--- src/rtl/approx_mult_pipe.sv ---
// approx_mult_pipe: two-stage valid/ready unsigned multiplier with a per-beat exact/approximate mode.
// Define APPROX_MULT_COMP_EN to add a 2^(WIDTH-2) bias term to approximate-mode results.
module approx_mult_pipe #(
  parameter int WIDTH       = 8,
  parameter int APPROX_ROWS = 6,
  parameter int CNT_W       = 16
) (
  input  logic               clk,
  input  logic               rst,
  input  logic               in_valid,
  output logic               in_ready,
  input  logic [WIDTH-1:0]   in_x,
  input  logic [WIDTH-1:0]   in_y,
  input  logic               in_mode,
  output logic               out_valid,
  input  logic               out_ready,
  output logic [2*WIDTH-1:0] out_z,
  output logic               out_mode,
  output logic [CNT_W-1:0]   approx_cnt
);

  localparam int PW = 2 * WIDTH;
  // Bits of weight below WIDTH-1 in the approximated rows are discarded.
  localparam logic [PW-1:0] KEEP_MASK = ~((PW'(1) << (WIDTH - 1)) - PW'(1));
`ifdef APPROX_MULT_COMP_EN
  localparam logic [PW-1:0] COMP_TERM = PW'(1) << (WIDTH - 2);
`endif

  logic [PW-1:0] row_exact [WIDTH];
  logic [PW-1:0] pp_next   [WIDTH];
  logic [PW-1:0] s1_pp     [WIDTH];
  logic          s1_valid;
  logic          s1_mode;
  logic          s2_load;
  logic          s1_adv;
  logic          accept;
  logic [PW-1:0] sum;

  for (genvar i = 0; i < WIDTH; i++) begin : g_row
    assign row_exact[i] = {{WIDTH{1'b0}}, in_y & {WIDTH{in_x[i]}}} << i;
  end

  // In approximate mode each row pair collapses into slot 2k; already aligned rows OR per weight.
  for (genvar k = 0; k < WIDTH; k++) begin : g_slot
    if (k >= APPROX_ROWS) begin : g_exact
      assign pp_next[k] = row_exact[k];
    end else if (k % 2 == 0) begin : g_pair
      assign pp_next[k] = in_mode ? ((row_exact[k] | row_exact[k+1]) & KEEP_MASK)
                                  : row_exact[k];
    end else begin : g_odd
      assign pp_next[k] = in_mode ? '0 : row_exact[k];
    end
  end

  always_comb begin
    sum = '0;
    for (int k = 0; k < WIDTH; k++) begin
      sum = sum + s1_pp[k];
    end
`ifdef APPROX_MULT_COMP_EN
    if (s1_mode) begin
      sum = sum + COMP_TERM;
    end
`endif
  end

  assign s2_load  = !out_valid || out_ready;
  assign s1_adv   = s2_load;
  assign in_ready = !s1_valid || s1_adv;
  assign accept   = in_valid && in_ready;

  always_ff @(posedge clk) begin
    if (rst) begin
      s1_valid   <= 1'b0;
      s1_mode    <= 1'b0;
      out_valid  <= 1'b0;
      out_z      <= '0;
      out_mode   <= 1'b0;
      approx_cnt <= '0;
    end else begin
      if (in_ready) begin
        s1_valid <= in_valid;
      end
      if (accept) begin
        s1_pp   <= pp_next;
        s1_mode <= in_mode;
      end
      if (s2_load) begin
        out_valid <= s1_valid;
        if (s1_valid) begin
          out_z    <= sum;
          out_mode <= s1_mode;
        end
      end
      if (out_valid && out_ready && out_mode && (approx_cnt != '1)) begin
        approx_cnt <= approx_cnt + CNT_W'(1);
      end
    end
  end

endmodule

--- config.mk ---
export PLATFORM = sky130hd
export DESIGN_NAME = approx_mult_pipe
export DESIGN_NICKNAME = d
export VERILOG_FILES = /design/src/rtl/approx_mult_pipe.sv
export SDC_FILE = /design/constraint.sdc
export NUM_CORES = 1
export LEC_CHECK = 0
export BUFFER_PORTS_ARGS = -buffer_cell sky130_fd_sc_hd__buf_2
export CORE_MARGIN = 3
export CORE_UTILIZATION = 40
export CTS_CLUSTER_SIZE = 12
export DETAILED_ROUTE_END_ITERATION = 7
export SLEW_MARGIN = 20
export SYNTH_ARGS = -nofsm -noshare
export SYNTH_HDL_FRONTEND = slang
export SYNTH_SLANG_ARGS = --single-unit
--- constraint.sdc ---
create_clock -name clk -period 5.8 [get_ports clk]
set_input_delay 1.16 -clock clk [delete_from_list [all_inputs] [get_ports clk]]
set_output_delay 1.16 -clock clk [all_outputs]
set_load 0.02 [all_outputs]
Word level (Yosys, flattened, before mapping)

Cells that the tools add are included.

Flip-flop bits (word level): 133
Bits of input ports: 21
Output and inout port bits: 35

Add/sub/neg operators: 8
Equality and inequality tests: 1
Reductions and logical operators: 10
Bitwise gates (word level): 12
Multiplexer cells: 3

Operators by type and width:

| cell                                           | number |
|---|---|
| AND 8 bit                                      | 8 |
| adder 16 bit                                   | 2 |
| adder 16 x 1 -> 16 bit (second input constant) | 1 |
| adder 16 x 11 -> 16 bit                        | 1 |
| adder 16 x 13 -> 16 bit                        | 1 |
| adder 16 x 14 -> 16 bit                        | 1 |
| adder 16 x 15 -> 16 bit                        | 1 |
| adder 9 x 16 -> 16 bit                         | 1 |
| != test 16 bit (second input constant)         | 1 |
| OR 12 x 13 -> 13 bit                           | 1 |
| two-way mux 12 bit                             | 1 |
| OR 10 x 11 -> 11 bit                           | 1 |
| two-way mux 10 bit                             | 1 |
| OR 8 x 9 -> 9 bit                              | 1 |
| two-way mux 8 bit                              | 1 |
| logical AND 1 bit                              | 4 |
| AND reduction 2 bit                            | 2 |
| zero test 1 bit                                | 2 |
| logical OR 1 bit                               | 2 |
| inverter 1 bit                                 | 1 |

Longest topological paths before layout

Gate-level depths: netlist (run 1).

Word-level depth: 7
Mapped depth: 14
Mapped depth without buffers: 14

Worst setup path before layout (run 1)

No wires, ideal clock.

Path type: input to register
Start point: in rst
End point: reg s1_pp[100] in the netlist's numbering (enable)
Path slack: 925 ps
Buffers on the path: 2
Setup time: 492 ps
Stages on the path: 3
Arrival time: 4,383 ps
Path through: clkbuf_1 -> buf_1 -> nor2_1

Word-level cells in the longest chain between the ends: 2

RTL lines:

| element                              | line | text |
|---|---|---|
| from (decl)                          | 9    | `input logic rst,` |
| inverter 1 bit (no source line)      | -    |  |
| AND reduction 2 bit (no source line) | -    |  |
| to (signal assigned)                 | 85   | `s1_pp <= pp_next;` |
| to (decl)                            | 31   | `logic [PW-1:0] s1_pp [WIDTH];` |

Every way passes these cells.
A chain may end at the register's enable or synchronous reset.

Final worst setup path (run 1)

Start point: reg s1_pp[8] in the netlist's numbering
End point: reg out_z[13]

Word-level cells in the longest chain between the ends: 1

RTL lines:

| element                 | line | text |
|---|---|---|
| adder 16 x 15 -> 16 bit | 58   | `sum = sum + s1_pp[k];` |
| to (signal assigned)    | 91   | `out_z <= sum;` |
| to (decl)               | 17   | `output logic [2*WIDTH-1:0] out_z,` |

Every way passes these cells.

==> results_tabular.tex, run 1 <==
\begin{tabular}{lr}
\hline
Metric & Value \\
\hline
\multicolumn{2}{l}{\textbf{Status}} \\
Run status & finished, final reports clean \\
\multicolumn{2}{l}{\textbf{Logic synthesis}} \\
Cells after synthesis & 504 \\
Area share of the largest cell type after synthesis & 0.351 \\
Post-synth ARST share & 0 \\
Share of synthesized area occupied by flip-flops and latches & 0.476 \\
Number of unique standard cell types used by synthesis & 46 \\
Biggest area consumer among synthesized cells & sky130\_fd\_sc\_hd\_\_edfxtp\_1 \\
Cells taking the most area after synthesis & sky130\_fd\_sc\_hd\_\_edfxtp\_1 35\%, sky130\_fd\_sc\_hd\_\_fa\_1 14\%, sky130\_fd\_sc\_hd\_\_dfxtp\_1 13\% \\
Post-synthesis net count & 595 \\
Mapped Avg Cell Area & 11.4 um\^{}2 \\
Warnings, synthesis & 0 \\
Yosys reg bits & 103 \\
Total standard cell area after synthesis & 5740 um\^{}2 \\
Count of flip-flops with a built-in enable after synthesis & 67 \\
Commonest register cell after synthesis & sky130\_fd\_sc\_hd\_\_edfxtp\_1 \\
\multicolumn{2}{l}{\textbf{Timing}} \\
Min Tclk post-route & 4.29 ns \\
Final-layout setup total negative slack & 0 ns \\
Share of the cycle needed by the critical path after routing & 0.739 \\
Max Slew Vio Count & 0 \\
Unrepaired setup endpoints after global routing & false \\
Maximum clock frequency & 233 MHz \\
Worst hold slack across all endpoints & 0.454 ns \\
Worst Skew & 0.00659 ns \\
Number of hold violations in the final report & 0 \\
Transition time at the pin with the least slew margin & 0.961 ns \\
Count of final setup violators & 0 \\
Setup ws final & 1.51 ns \\
Worst slew margin relative to its limit & 0.354 \\
\multicolumn{2}{l}{\textbf{Routing}} \\
Via count & 3626 \\
Post-detailed-route DRC marker count & 0 \\
Wirelength per Cell & 15.2 um \\
Via density per instance & 4.88 \\
Routed Antenna Nets & 0 \\
First DRT Iteration DRCs & 135 \\
Number of detailed-route iterations in the first pass & 4 \\
Wirelength, routed & 11.3 mm \\
\multicolumn{2}{l}{\textbf{Critical path}} \\
Worst flop-to-flop path startpoint & s1\_pp[8]\$\_DFFE\_PP\_ \\
Critical path class & reg2reg \\
Count of cells along the worst register-to-register path & 14 \\
Required time of the critical path & 6.06 ns \\
Largest driver fanout on the critical path & 5 \\
RR Endpoint & out\_z[13]\$\_SDFFE\_PP0P\_ \\
Worst EP arrival & 4.55 ns \\
Critical Path Start Type & flip-flop \\
Critical Path Sink Type & flip-flop \\
Reg2reg setup slack & 1.51 ns \\
\multicolumn{2}{l}{\textbf{Finish}} \\
Area taken by flip-flops and latches & 2730 um\^{}2 \\
Top library cells by usage in the layout, fill and taps aside & 70 x sky130\_fd\_sc\_hd\_\_inv\_1, 67 x sky130\_fd\_sc\_hd\_\_edfxtp\_1, 56 x sky130\_fd\_sc\_hd\_\_and2\_1 \\
Finished layout cell area & 6500 um\^{}2 \\
Syn-to-layout area delta & 13.4\% \\
Nets & 649 \\
Most frequent standard cell in the layout excluding fill and tap cells & sky130\_fd\_sc\_hd\_\_inv\_1 \\
\# diodes & 0 \\
Multi-input logic area & 2690 um\^{}2 \\
Fraction of final layout cells sized beyond drive strength 1 & 0.133 \\
Number of filler instances in the final layout & 1291 \\
\multicolumn{2}{l}{\textbf{Worst hold path}} \\
Hold Startpoint & out\_z[4]\$\_SDFFE\_PP0P\_ \\
Hold path cells & 2 \\
Hold EP & out\_z[4]\$\_SDFFE\_PP0P\_ \\
Min-delay worst type & reg2reg \\
\multicolumn{2}{l}{\textbf{Global route}} \\
Total routing usage reported by global routing & 0.148 \\
Via count of the first global-routing pass & 3794 \\
First-pass GRT wire length & 18.7 mm \\
Largest net degree at the start of global routing & 42 \\
Initial antenna violation count & 0 \\
Congestion Overflow GR & 0 \\
\multicolumn{2}{l}{\textbf{CTS}} \\
Buffer cell driving the clock tree root & sky130\_fd\_sc\_hd\_\_clkbuf\_16 \\
CTS HTree Levels & 3 \\
CTS buffer count & 9 \\
Max Root-Sink Buffers & 2 \\
Quantity of gates resized following cts & 0 \\
Clock-pin slew reported for the worst setup and hold paths after clock tree synthesis & 0.07 ns \\
Post-CTS setup buffer count & 0 \\
Clock net sink count & 103 \\
Clock Latency Late Sink & 0.34 ns \\
Hold-fix buffers at CTS & 0 \\
TritonCTS clock tree & built \\
\multicolumn{2}{l}{\textbf{Placement}} \\
Placement Cell Area & 6200 um\^{}2 \\
Final Wtd Congestion & 0.728 \\
Worst-case setup slack after placement & 1.51 ns \\
Final HPWL DP & 8.43 mm \\
Number of I/O port buffers & 55 \\
\multicolumn{2}{l}{\textbf{Floorplanning}} \\
Site Rows & 43 \\
Vertical die dimension & 126 um \\
Top Ports & 56 \\
Placeable Area & 13900 um\^{}2 \\
Initial Util & 0.412 \\
Die outline width & 126 um \\
Overall die area & 15800 um\^{}2 \\
\multicolumn{2}{l}{\textbf{Power}} \\
Power density normalized to cell area & 298 nW/um\^{}2 \\
Maximum resistive drop on vdd & 0.000130 V \\
Total power consumption of the routed design & 0.00194 W \\
Leakage power total & 2.77 nW \\
\multicolumn{2}{l}{\textbf{Run}} \\
MaxCap Viol Count & 0 \\
\hline
\end{tabular}
==> layer usage <==
metal  global-route usage  vias up  wire length (um)
met5                    0        -                 0
met4               0.0454        0               133
met2                0.244       58              5430
met1                0.195     1765              5250
li1                     -     1795                 -
met3               0.0369        8               447
==> flip-flops by register name, summed over array words and instances (netlist names) <==
name        cells
s1_pp          67
approx_cnt     16
out_mode        1
s1_mode         1
out_valid       1
s1_valid        1
out_z          16
==> cells by family (layout without fill, tap and decap cells) <==
| logic type | after synthesis | after routing | share of synthesized area |
|---|---|---|---|
| simple gates | 176 | 176 | 0.170 |
| flops | 103 | 103 | 0.476 |
| buf+inv | 84 | 143 | 0.0565 |
| fa+ha+maj | 70 | 70 | 0.206 |
| compound gates | 51 | 51 | 0.0602 |
| xor+xnor | 19 | 19 | 0.0290 |
| mux | 1 | 1 | 0.00175 |
==> final cells by class <==
cell class                      instances  share of cell area
Sequential cell                       103               0.420
Multi-Input combinational cell        317               0.413
Timing Repair Buffer                   57              0.0446
Inverter                               70              0.0404
Clock buffer                           10              0.0352
Tap cell                              180              0.0346
Clock inverter                          6              0.0115
==> stage by stage <==
stage          instances   util
6_report             743  0.467
5_1_grt              743  0.467
4_1_cts              743  0.467
3_5_place_dp         727  0.445
3_3_place_gp         727  0.445
2_1_floorplan        504      -
==> cell usage after synthesis (all sizes together) (2+ instances only) <==
| cell type | number |
|---|---|
| inv | 70 |
| edfxtp | 67 |
| and2 | 56 |
| fa | 41 |
| dfxtp | 36 |
| nand2 | 34 |
| ha | 29 |
| nor2 | 28 |
| a21oi | 22 |
| xnor2 | 17 |
| nor2b | 13 |
| clkbuf | 8 |
| nand3 | 8 |
| and3 | 6 |
| buf | 6 |
| a22o | 5 |
| nand4 | 5 |
| nor3 | 5 |
| nor3b | 5 |
| nor4 | 5 |
| a211oi | 4 |
| a32o | 4 |
| o21ai | 4 |
| a21o | 3 |
| nor4b | 3 |
| or3 | 3 |
| and4 | 2 |
| xor2 | 2 |
==> where the power goes <==
| group | internal (W) | switching (W) |
|---|---|---|
| Sequential | 0.000817 | 0.0000168 |
| Combinational | 0.000199 | 0.000270 |
| Clock | 0.000373 | 0.000260 |
==> how the worst max path moves through the flow <==
stage                       startpoint                        to  cells past startpoint
global route        s1_pp[8]$_DFFE_PP_    out_z[13]$_SDFFE_PP0P_                     14
global placement    s1_pp[8]$_DFFE_PP_    out_z[13]$_SDFFE_PP0P_                     14
CTS                 s1_pp[8]$_DFFE_PP_    out_z[13]$_SDFFE_PP0P_                     14
detailed placement  s1_pp[8]$_DFFE_PP_    out_z[13]$_SDFFE_PP0P_                     14
finish              s1_pp[8]$_DFFE_PP_    out_z[13]$_SDFFE_PP0P_                     14
floorplan                          rst  s1_pp[100]$_SDFFCE_PP0P_                      3
==> worst max-delay path, stage by stage (launching register included) <==
cell	delay, ns
sky130_fd_sc_hd__edfxtp_1	0.32
sky130_fd_sc_hd__inv_1	0.05
sky130_fd_sc_hd__fa_1	0.53
sky130_fd_sc_hd__inv_1	0.05
sky130_fd_sc_hd__fa_1	0.50
sky130_fd_sc_hd__fa_1	0.54
sky130_fd_sc_hd__inv_1	0.06
sky130_fd_sc_hd__fa_1	0.53
sky130_fd_sc_hd__inv_1	0.04
sky130_fd_sc_hd__ha_1	0.36
sky130_fd_sc_hd__and3_1	0.21
sky130_fd_sc_hd__a221oi_1	0.50
sky130_fd_sc_hd__a21oi_1	0.15
sky130_fd_sc_hd__xnor2_1	0.16
sky130_fd_sc_hd__a211oi_1	0.21
Power figures use the tool's default switching activity.
==> inputs of run 2 (changes only) <==
--- a/config.mk
+++ b/config.mk
@@ -5,6 +5,7 @@
 export SDC_FILE = /design/constraint.sdc
 export NUM_CORES = 1
 export LEC_CHECK = 0
+export ABC_AREA = 1
 export BUFFER_PORTS_ARGS = -buffer_cell sky130_fd_sc_hd__buf_2
 export CORE_MARGIN = 3
 export CORE_UTILIZATION = 40
==> constraint.sdc (replaced) <==
create_clock -name clk -period 4.2 [get_ports clk]
set_input_delay 0.84 -clock clk [delete_from_list [all_inputs] [get_ports clk]]
set_output_delay 0.84 -clock clk [all_outputs]
set_load 0.02 [all_outputs]
==> run 2 against run 1 <==
Critical path depth rose by 5. Synthesized cell count rose by 28%. Critical endpoint is now out_z[15]$_SDFFE_PP0P_. Highest routed layer unchanged. Maximum frequency rose by 12%. Critical path type unchanged.
==> results_tabular.tex, run 2 <==
\begin{tabular}{lr}
\hline
Metric & Value \\
\hline
\multicolumn{2}{l}{\textbf{Status}} \\
Run status & finished, final reports clean \\
\multicolumn{2}{l}{\textbf{Timing}} \\
Worst Skew & 0.0116 ns (+0.00497 ns) \\
Final-layout setup total negative slack & 0 ns (unchanged) \\
Max Slew Vio Count & 0 (unchanged) \\
Share of the cycle needed by the critical path after routing & 0.911 (+0.172) \\
Unrepaired setup endpoints after global routing & false \\
Count of final setup violators & 0 (unchanged) \\
Number of hold violations in the final report & 0 (unchanged) \\
Transition time at the pin with the least slew margin & 0.852 ns (-0.110 ns) \\
Worst slew margin relative to its limit & 0.432 (+0.0784) \\
Maximum clock frequency & 261 MHz (+12\%) \\
Min Tclk post-route & 3.83 ns (-0.460 ns) \\
Worst hold slack across all endpoints & 0.465 ns (+0.0116 ns) \\
\multicolumn{2}{l}{\textbf{Floorplanning}} \\
Overall die area & 16400 um\^{}2 (+4.0\%) \\
Die outline width & 128 um (+2.0\%) \\
Initial Util & 0.410 (-0.00200) \\
Top Ports & 56 (unchanged) \\
Site Rows & 44 (+2.3\%) \\
Placeable Area & 14600 um\^{}2 (+4.7\%) \\
Vertical die dimension & 128 um (+2.0\%) \\
\multicolumn{2}{l}{\textbf{Logic synthesis}} \\
Top cell types by occurrence after synthesis & 129 x sky130\_fd\_sc\_hd\_\_inv\_1, 127 x sky130\_fd\_sc\_hd\_\_nand2\_1, 94 x sky130\_fd\_sc\_hd\_\_nor2\_1, 67 x sky130\_fd\_sc\_hd\_\_edfxtp\_1, 41 x sky130\_fd\_sc\_hd\_\_fa\_1 \\
Biggest area consumer among synthesized cells & sky130\_fd\_sc\_hd\_\_edfxtp\_1 \\
Total standard cell area after synthesis & 5980 um\^{}2 (+4.2\%) \\
Share of synthesized area occupied by flip-flops and latches & 0.457 (-0.0192) \\
Count of flip-flops with a built-in enable after synthesis & 67 (unchanged) \\
Commonest register cell after synthesis & sky130\_fd\_sc\_hd\_\_edfxtp\_1 \\
Most common cell in the netlist & sky130\_fd\_sc\_hd\_\_inv\_1 \\
Yosys reg bits & 103 (unchanged) \\
Cells taking the most area after synthesis & sky130\_fd\_sc\_hd\_\_edfxtp\_1 34\%, sky130\_fd\_sc\_hd\_\_fa\_1 14\%, sky130\_fd\_sc\_hd\_\_dfxtp\_1 12\% \\
Area share of the largest cell type after synthesis & 0.337 (-0.0141) \\
Post-synthesis net count & 735 (+24\%) \\
Mapped Avg Cell Area & 9.28 um\^{}2 (-18\%) \\
Cells after synthesis & 644 (+28\%) \\
Number of unique standard cell types used by synthesis & 28 (-39\%) \\
Post-synth ARST share & 0 (unchanged) \\
Warnings, synthesis & 0 (unchanged) \\
\multicolumn{2}{l}{\textbf{Critical path}} \\
Cell type group with the largest total delay on the critical path & adder cells \\
Worst flop-to-flop path startpoint & s1\_pp[8]\$\_DFFE\_PP\_ \\
Chain of cells forming the critical path & inv\_1 -> fa\_1 -> inv\_1 -> fa\_1 -> fa\_1 -> inv\_1 -> fa\_1 -> inv\_1 -> ha\_1 -> nand2\_1 -> nand2\_1 -> nand2\_1 -> nand2\_1 -> nand2\_1 -> nand3\_1 -> nand2\_1 -> nand3\_1 -> nand2\_1 -> inv\_1 \\
Cell with the biggest individual delay on the critical path & sky130\_fd\_sc\_hd\_\_fa\_1 \\
Reg2reg setup slack & 0.37 ns (-1.14 ns) \\
Critical Path Sink Type & flip-flop \\
RR Endpoint & out\_z[15]\$\_SDFFE\_PP0P\_ \\
End point of the critical path & out\_z[15]\$\_SDFFE\_PP0P\_ \\
Worst EP arrival & 4.07 ns (-0.48 ns) \\
Stages on worst setup path & 19 (+5) \\
Largest driver fanout on the critical path & 5 (unchanged) \\
Cell with the most instances on the worst path & sky130\_fd\_sc\_hd\_\_nand2\_1 \\
Critical Path Start Type & flip-flop \\
Required time of the critical path & 4.44 ns (-1.62 ns) \\
Critical path class & reg2reg \\
Crit path largest cell delay & 0.54 ns (about the same) \\
Setup crit start & s1\_pp[8]\$\_DFFE\_PP\_ \\
Buf/Inv on CP & 5 (+1) \\
Count of cells along the worst register-to-register path & 19 (+5) \\
\multicolumn{2}{l}{\textbf{Global route}} \\
Congestion Overflow GR & 0 (unchanged) \\
Via count of the first global-routing pass & 4143 (+9.2\%) \\
Total routing usage reported by global routing & 0.156 (+0.00808) \\
First-pass GRT wire length & 20.2 mm (+7.7\%) \\
Largest net degree at the start of global routing & 68 (+62\%) \\
Initial antenna violation count & 0 (unchanged) \\
\multicolumn{2}{l}{\textbf{CTS}} \\
TritonCTS clock tree & built \\
Clock-pin slew reported for the worst setup and hold paths after clock tree synthesis & 0.07 ns (about the same) \\
Hold-fix buffers at CTS & 0 (unchanged) \\
Clock Latency Late Sink & 0.35 ns (about the same) \\
Quantity of gates resized following cts & 0 (unchanged) \\
CTS HTree Levels & 3 (unchanged) \\
CTS buffer count & 9 (unchanged) \\
Post-CTS setup buffer count & 0 (unchanged) \\
Clock net sink count & 103 (unchanged) \\
Max Root-Sink Buffers & 2 (unchanged) \\
Buffer cell driving the clock tree root & sky130\_fd\_sc\_hd\_\_clkbuf\_16 \\
\multicolumn{2}{l}{\textbf{Routing}} \\
Length of routed met2 wiring & 5.61 mm (+3.4\%) \\
Met3 routed wirelength & 641 um (+43\%) \\
Wirelength per Cell & 13.6 um (-10\%) \\
Number of detailed-route iterations in the first pass & 5 (+1) \\
Post-detailed-route DRC marker count & 0 (unchanged) \\
First DRT Iteration DRCs & 293 (+120\%) \\
M1 WL & 5.64 mm (+7.4\%) \\
Highest layer used for signal routing & met4 \\
Wirelength, routed & 12.1 mm (+7.3\%) \\
Via density per instance & 4.67 (-4.2\%) \\
Via count & 4150 (+14\%) \\
Routed Antenna Nets & 0 (unchanged) \\
\multicolumn{2}{l}{\textbf{Finish}} \\
\# diodes & 0 (unchanged) \\
Most flop-heavy register & s1\_pp \\
Most frequent standard cell in the layout excluding fill and tap cells & sky130\_fd\_sc\_hd\_\_inv\_1 \\
Fraction of final layout cells sized beyond drive strength 1 & 0.124 (-0.00964) \\
Nets & 790 (+22\%) \\
Largest regs & s1\_pp x67, approx\_cnt x16, out\_z x16 \\
Final Core Density & 0.461 (-0.00550) \\
Top library cells by usage in the layout, fill and taps aside & 129 x sky130\_fd\_sc\_hd\_\_inv\_1, 127 x sky130\_fd\_sc\_hd\_\_nand2\_1, 93 x sky130\_fd\_sc\_hd\_\_nor2\_1 \\
Syn-to-layout area delta & 12.6\% \\
Flip-flop count of the largest register after layout & 67 (unchanged) \\
\multicolumn{2}{l}{\textbf{Power}} \\
Relative contribution of combinational cells to total power & 0.262 (+0.020) \\
Switching power of the nets & 0.000830 W (+52\%) \\
Maximum resistive drop on vdd & 0.000196 V (+51\%) \\
Power density normalized to cell area & 397 nW/um\^{}2 (+33\%) \\
Cell-internal power & 0.00184 W (+33\%) \\
Register share of total power & 0.427 (-0.004) \\
Leakage power total & 3.19 nW (+15\%) \\
Clock share of power & 0.311 (-0.016) \\
Switching power share of the total & 0.310 (+0.0281) \\
\multicolumn{2}{l}{\textbf{Placement}} \\
Final HPWL DP & 9.23 mm (+9.6\%) \\
Number of I/O port buffers & 55 (unchanged) \\
Final Wtd Congestion & 0.847 (+16\%) \\
\multicolumn{2}{l}{\textbf{Worst hold path}} \\
Min-delay worst type & reg2reg \\
\multicolumn{2}{l}{\textbf{Run}} \\
MaxCap Viol Count & 0 (unchanged) \\
\hline
\end{tabular}
## run 2: layout make-up
class / instances / area, um^2
clock buffers: 11 / 233
clock inverters: 5 / 58.8
fillers: 1395 / 7860
inverters: 130 / 488
multi-input cells: 399 / 2700
flip-flops and latches: 103 / 2730
well taps: 184 / 230
repair buffers: 56 / 283
## run 2: worst min-delay path by stage
| stage | startpoint | end | depth (start not counted) |
|---|---|---|---|
| 2_1_floorplan | s1_mode$_SDFFE_PP0P_ | s1_mode$_SDFFE_PP0P_ | 2 |
| 3_3_place_gp | s1_mode$_SDFFE_PP0P_ | s1_mode$_SDFFE_PP0P_ | 2 |
| 3_5_place_dp | s1_mode$_SDFFE_PP0P_ | s1_mode$_SDFFE_PP0P_ | 2 |
| 4_1_cts | s1_mode$_SDFFE_PP0P_ | s1_mode$_SDFFE_PP0P_ | 2 |
| 5_1_grt | s1_mode$_SDFFE_PP0P_ | s1_mode$_SDFFE_PP0P_ | 2 |
| 6_report | s1_mode$_SDFFE_PP0P_ | s1_mode$_SDFFE_PP0P_ | 2 |
## run 2: routing by layer
metal  vias to the layer above  GRT usage
li1                       2107          -
met1                      1939      0.210
met2                        89      0.247
met3                        15     0.0392
met4                         0     0.0518
met5                         -          0
## run 2: tightest hold or removal path, cell delays in order (launching register included)
cell                      delay, ns
sky130_fd_sc_hd__dfxtp_1       0.31
sky130_fd_sc_hd__nand2_1       0.06
sky130_fd_sc_hd__a21oi_1       0.05
## run 2: power groups by stage
stage	registers [W]	logic (W)	clock network, W
3_3_place_gp	0.00116	0.000697	0
2_1_floorplan	0.00118	0.000509	0
3_5_place_dp	0.00116	0.000707	0
6_report	0.00114	0.000702	0.000831
4_1_cts	0.00114	0.000712	0.000855
5_1_grt	0.00115	0.000818	0.000887
## run 2: per-stage QoR
stage	power (W)	worst slack, ns	area [um^2]	cells
after detailed placement	0.00187	0.388	6440	872
after CTS	0.00271	0.361	6730	888
final	0.00267	0.373	6730	888
after global routing	0.00285	0.115	6730	888
after floorplan	0.00169	0.609	5980	644
after global placement	0.00186	0.456	6440	872
## run 2: kinds of logic (layout without fill, tap and decap cells)
group                    count (synthesis)  in the layout  share of synthesized area
adder cells (fa/ha/maj)                 70             70                      0.198
flip-flops                             103            103                      0.457
buffers and inverters                  142            202                     0.0915
XOR/XNOR                                15             15                     0.0220
AND/OR/NAND/NOR                        264            264                      0.178
AO/OA/AOI/OAI                           50             50                     0.0528
==> inputs of run 3 (changes only) <==
--- a/config.mk
+++ b/config.mk
@@ -5,10 +5,10 @@
 export SDC_FILE = /design/constraint.sdc
 export NUM_CORES = 1
 export LEC_CHECK = 0
-export ABC_AREA = 1
+export ABC_AREA = 0
 export BUFFER_PORTS_ARGS = -buffer_cell sky130_fd_sc_hd__buf_2
 export CORE_MARGIN = 3
-export CORE_UTILIZATION = 40
+export CORE_UTILIZATION = 35
 export CTS_CLUSTER_SIZE = 12
 export DETAILED_ROUTE_END_ITERATION = 7
 export SLEW_MARGIN = 20
==> run 3 against run 2 <==
Via count down 12%. Critical path depth down 7. Register-to-register slack worse by 0.18 ns. Highest routed layer unchanged.
==> results_tabular.tex, run 3 (same netlist as run 1, synthesis figures left out) <==
\begin{tabular}{lr}
\hline
Metric & Value \\
\hline
\multicolumn{2}{l}{\textbf{Finish}} \\
Fraction of final layout cells sized beyond drive strength 1 & 0.147 (+0.0236) \\
Flip-flop count of the largest register after layout & 67 (unchanged) \\
Syn-to-layout area delta & 14.8\% \\
Most flop-heavy register & s1\_pp \\
Largest regs & s1\_pp x67, approx\_cnt x16, out\_z x16 \\
\# diodes & 0 (unchanged) \\
Final Core Density & 0.413 (-0.0483) \\
Finished layout cell area & 6580 um\^{}2 (-2.2\%) \\
Nets & 650 (-18\%) \\
Top library cells by usage in the layout, fill and taps aside & 70 x sky130\_fd\_sc\_hd\_\_inv\_1, 67 x sky130\_fd\_sc\_hd\_\_edfxtp\_1, 56 x sky130\_fd\_sc\_hd\_\_and2\_1 \\
Most frequent standard cell in the layout excluding fill and tap cells & sky130\_fd\_sc\_hd\_\_inv\_1 \\
Number of filler instances in the final layout & 1587 (+14\%) \\
\multicolumn{2}{l}{\textbf{Worst hold path}} \\
Min-delay worst type & reg2reg \\
Hold path cells & 2 (unchanged) \\
\multicolumn{2}{l}{\textbf{Floorplanning}} \\
Site Rows & 46 (+4.5\%) \\
Die outline width & 134 um (+4.5\%) \\
Vertical die dimension & 134 um (+4.5\%) \\
Initial Util & 0.360 (-0.0499) \\
Placeable Area & 15900 um\^{}2 (+9.3\%) \\
Overall die area & 18000 um\^{}2 (+9.2\%) \\
Top Ports & 56 (unchanged) \\
\multicolumn{2}{l}{\textbf{Routing}} \\
Number of detailed-route iterations in the first pass & 4 (-1) \\
Via count & 3645 (-12\%) \\
Via density per instance & 4.67 (about the same) \\
Routed Antenna Nets & 0 (unchanged) \\
Wirelength per Cell & 14.6 um (+7.6\%) \\
First DRT Iteration DRCs & 187 (-36\%) \\
Post-detailed-route DRC marker count & 0 (unchanged) \\
Wirelength, routed & 11.4 mm (-5.5\%) \\
\multicolumn{2}{l}{\textbf{Timing}} \\
Unrepaired setup endpoints after global routing & false \\
Max Slew Vio Count & 0 (unchanged) \\
Worst slew margin relative to its limit & 0.380 (-0.0522) \\
Maximum clock frequency & 250 MHz (-4.4\%) \\
Number of hold violations in the final report & 0 (unchanged) \\
Share of the cycle needed by the critical path after routing & 0.954 (+0.0424) \\
Min Tclk post-route & 4.00 ns (+0.178 ns) \\
Transition time at the pin with the least slew margin & 0.922 ns (+0.0706 ns) \\
Worst Skew & 0.00575 ns (-0.00581 ns) \\
Worst hold slack across all endpoints & 0.449 ns (-0.0161 ns) \\
Count of final setup violators & 0 (unchanged) \\
\multicolumn{2}{l}{\textbf{Global route}} \\
Global-route track usage on met2 & 0.209 (-0.0382) \\
Congestion Overflow GR & 0 (unchanged) \\
Met1 usage & 0.183 (-0.0271) \\
Via count of the first global-routing pass & 3656 (-12\%) \\
Largest net degree at the start of global routing & 68 (unchanged) \\
Global routing's busiest layer & met2 \\
First-pass GRT wire length & 18.7 mm (-7.6\%) \\
Global routing usage on met3 & 0.0304 (-0.00878) \\
Total routing usage reported by global routing & 0.133 (-0.0237) \\
Initial antenna violation count & 0 (unchanged) \\
\multicolumn{2}{l}{\textbf{Power}} \\
Relative contribution of combinational cells to total power & 0.263 (about the same) \\
Register share of total power & 0.428 (about the same) \\
Cell-internal power & 0.00190 W (+3.1\%) \\
Power density normalized to cell area & 409 nW/um\^{}2 (+3.0\%) \\
Clock share of power & 0.309 (-0.002) \\
Switching power of the nets & 0.000793 W (-4.5\%) \\
Leakage power total & 2.76 nW (-13\%) \\
Switching power share of the total & 0.294 (-0.0162) \\
Maximum resistive drop on vdd & 0.000233 V (+19\%) \\
\multicolumn{2}{l}{\textbf{Placement}} \\
Final HPWL DP & 8.47 mm (-8.2\%) \\
Final Wtd Congestion & 0.812 (-4.1\%) \\
Placement Cell Area & 6250 um\^{}2 (-2.9\%) \\
Number of I/O port buffers & 55 (unchanged) \\
\multicolumn{2}{l}{\textbf{CTS}} \\
Max Root-Sink Buffers & 2 (unchanged) \\
CTS buffer count & 9 (unchanged) \\
Clock-pin slew reported for the worst setup and hold paths after clock tree synthesis & 0.07 ns (about the same) \\
Buffer cell driving the clock tree root & sky130\_fd\_sc\_hd\_\_clkbuf\_16 \\
Hold-fix buffers at CTS & 0 (unchanged) \\
TritonCTS clock tree & built \\
CTS HTree Levels & 3 (unchanged) \\
Clock Latency Late Sink & 0.35 ns (about the same) \\
Clock net sink count & 103 (unchanged) \\
Post-CTS setup buffer count & 0 (unchanged) \\
\multicolumn{2}{l}{\textbf{Critical path}} \\
Required time of the critical path & 4.44 ns (about the same) \\
Critical Path Sink Type & flip-flop \\
Largest driver fanout on the critical path & 5 (unchanged) \\
Critical Path Start Type & flip-flop \\
Critical path class & reg2reg \\
Worst EP arrival & 4.24 ns (+0.17 ns) \\
Count of cells along the worst register-to-register path & 12 (-7) \\
\multicolumn{2}{l}{\textbf{Run}} \\
MaxCap Viol Count & 0 (unchanged) \\
\multicolumn{2}{l}{\textbf{Status}} \\
Run status & finished, final reports clean \\
\hline
\end{tabular}
[run 3: changes by cell type in the layout (fill, tap and decap cells not counted), sizes merged, moves of 9 or more]
| cell | change |
|---|---|
| nand2 | -96 |
| nor2 | -69 |
| inv | -58 |
| and2 | +56 |
| nand3 | -18 |
| nor2b | +13 |
| o21ai | -11 |
| xnor2 | +10 |
| o22ai | -9 |
[run 3: worst paths after layout]
kind,from,to,slack (ns)
worst max-delay path,s1_pp[57]$_DFFE_PP_,out_z[14]$_SDFFE_PP0P_,0.20
worst min-delay path,out_z[4]$_SDFFE_PP0P_,out_z[4]$_SDFFE_PP0P_,0.45
worst max register to register,s1_pp[57]$_DFFE_PP_,out_z[14]$_SDFFE_PP0P_,0.20
worst min register to register,out_z[4]$_SDFFE_PP0P_,out_z[4]$_SDFFE_PP0P_,0.45
[run 3: what timing repair did]
action                     CTS  global route
pin swaps                    0             7
resized for setup            2             4
setup endpoints to repair    2             6
[run 3: worst max-delay path, cell delays in order, from the launching register on]
cell and delay, ns:
sky130_fd_sc_hd__edfxtp_1 0.40, sky130_fd_sc_hd__fa_1 0.54, sky130_fd_sc_hd__inv_1 0.05, sky130_fd_sc_hd__fa_1 0.45, sky130_fd_sc_hd__fa_1 0.50, sky130_fd_sc_hd__fa_1 0.54, sky130_fd_sc_hd__inv_1 0.06, sky130_fd_sc_hd__ha_4 0.26
sky130_fd_sc_hd__a21o_1 0.18, sky130_fd_sc_hd__a31o_2 0.25, sky130_fd_sc_hd__o2111ai_2 0.21, sky130_fd_sc_hd__a2111oi_2 0.11, sky130_fd_sc_hd__a311o_1 0.35
[run 3: metrics by stage]
step                setup WS, ns  power, W  instances  setup TNS (ns)
floorplan                  0.167   0.00166        504               0
CTS                       0.0145   0.00270        780               0
detailed placement     -0.000298   0.00184        764       -0.000298
global placement          0.0966   0.00183        764               0
finish                     0.195   0.00269        780               0
global route              0.0127   0.00287        780               0
[run 3: layout make-up]
type,instances,area (um^2),area share
tap,216,270,0.0411
timing repair buffer,58,298,0.0452
inverter,70,263,0.0399
clock inverter,6,60.1,0.00912
multi-input combinational,317,2730,0.415
clock buffer,10,229,0.0348
sequential,103,2730,0.415
[run 3: power by group through the flow]
stage / logic (W) / clock network, W / registers [W]
2_1_floorplan: 0.000462 / 0 / 0.00120
3_3_place_gp: 0.000655 / 0 / 0.00117
3_5_place_dp: 0.000667 / 0 / 0.00118
4_1_cts: 0.000686 / 0.000857 / 0.00115
5_1_grt: 0.000816 / 0.000893 / 0.00116
6_report: 0.000708 / 0.000832 / 0.00115
[run 3: metal layers]
metal,vias to the layer above,part of all wire
li1,1786,-
met1,1777,0.48
met2,71,0.46
met3,11,0.048
met4,0,0.0092
met5,-,0
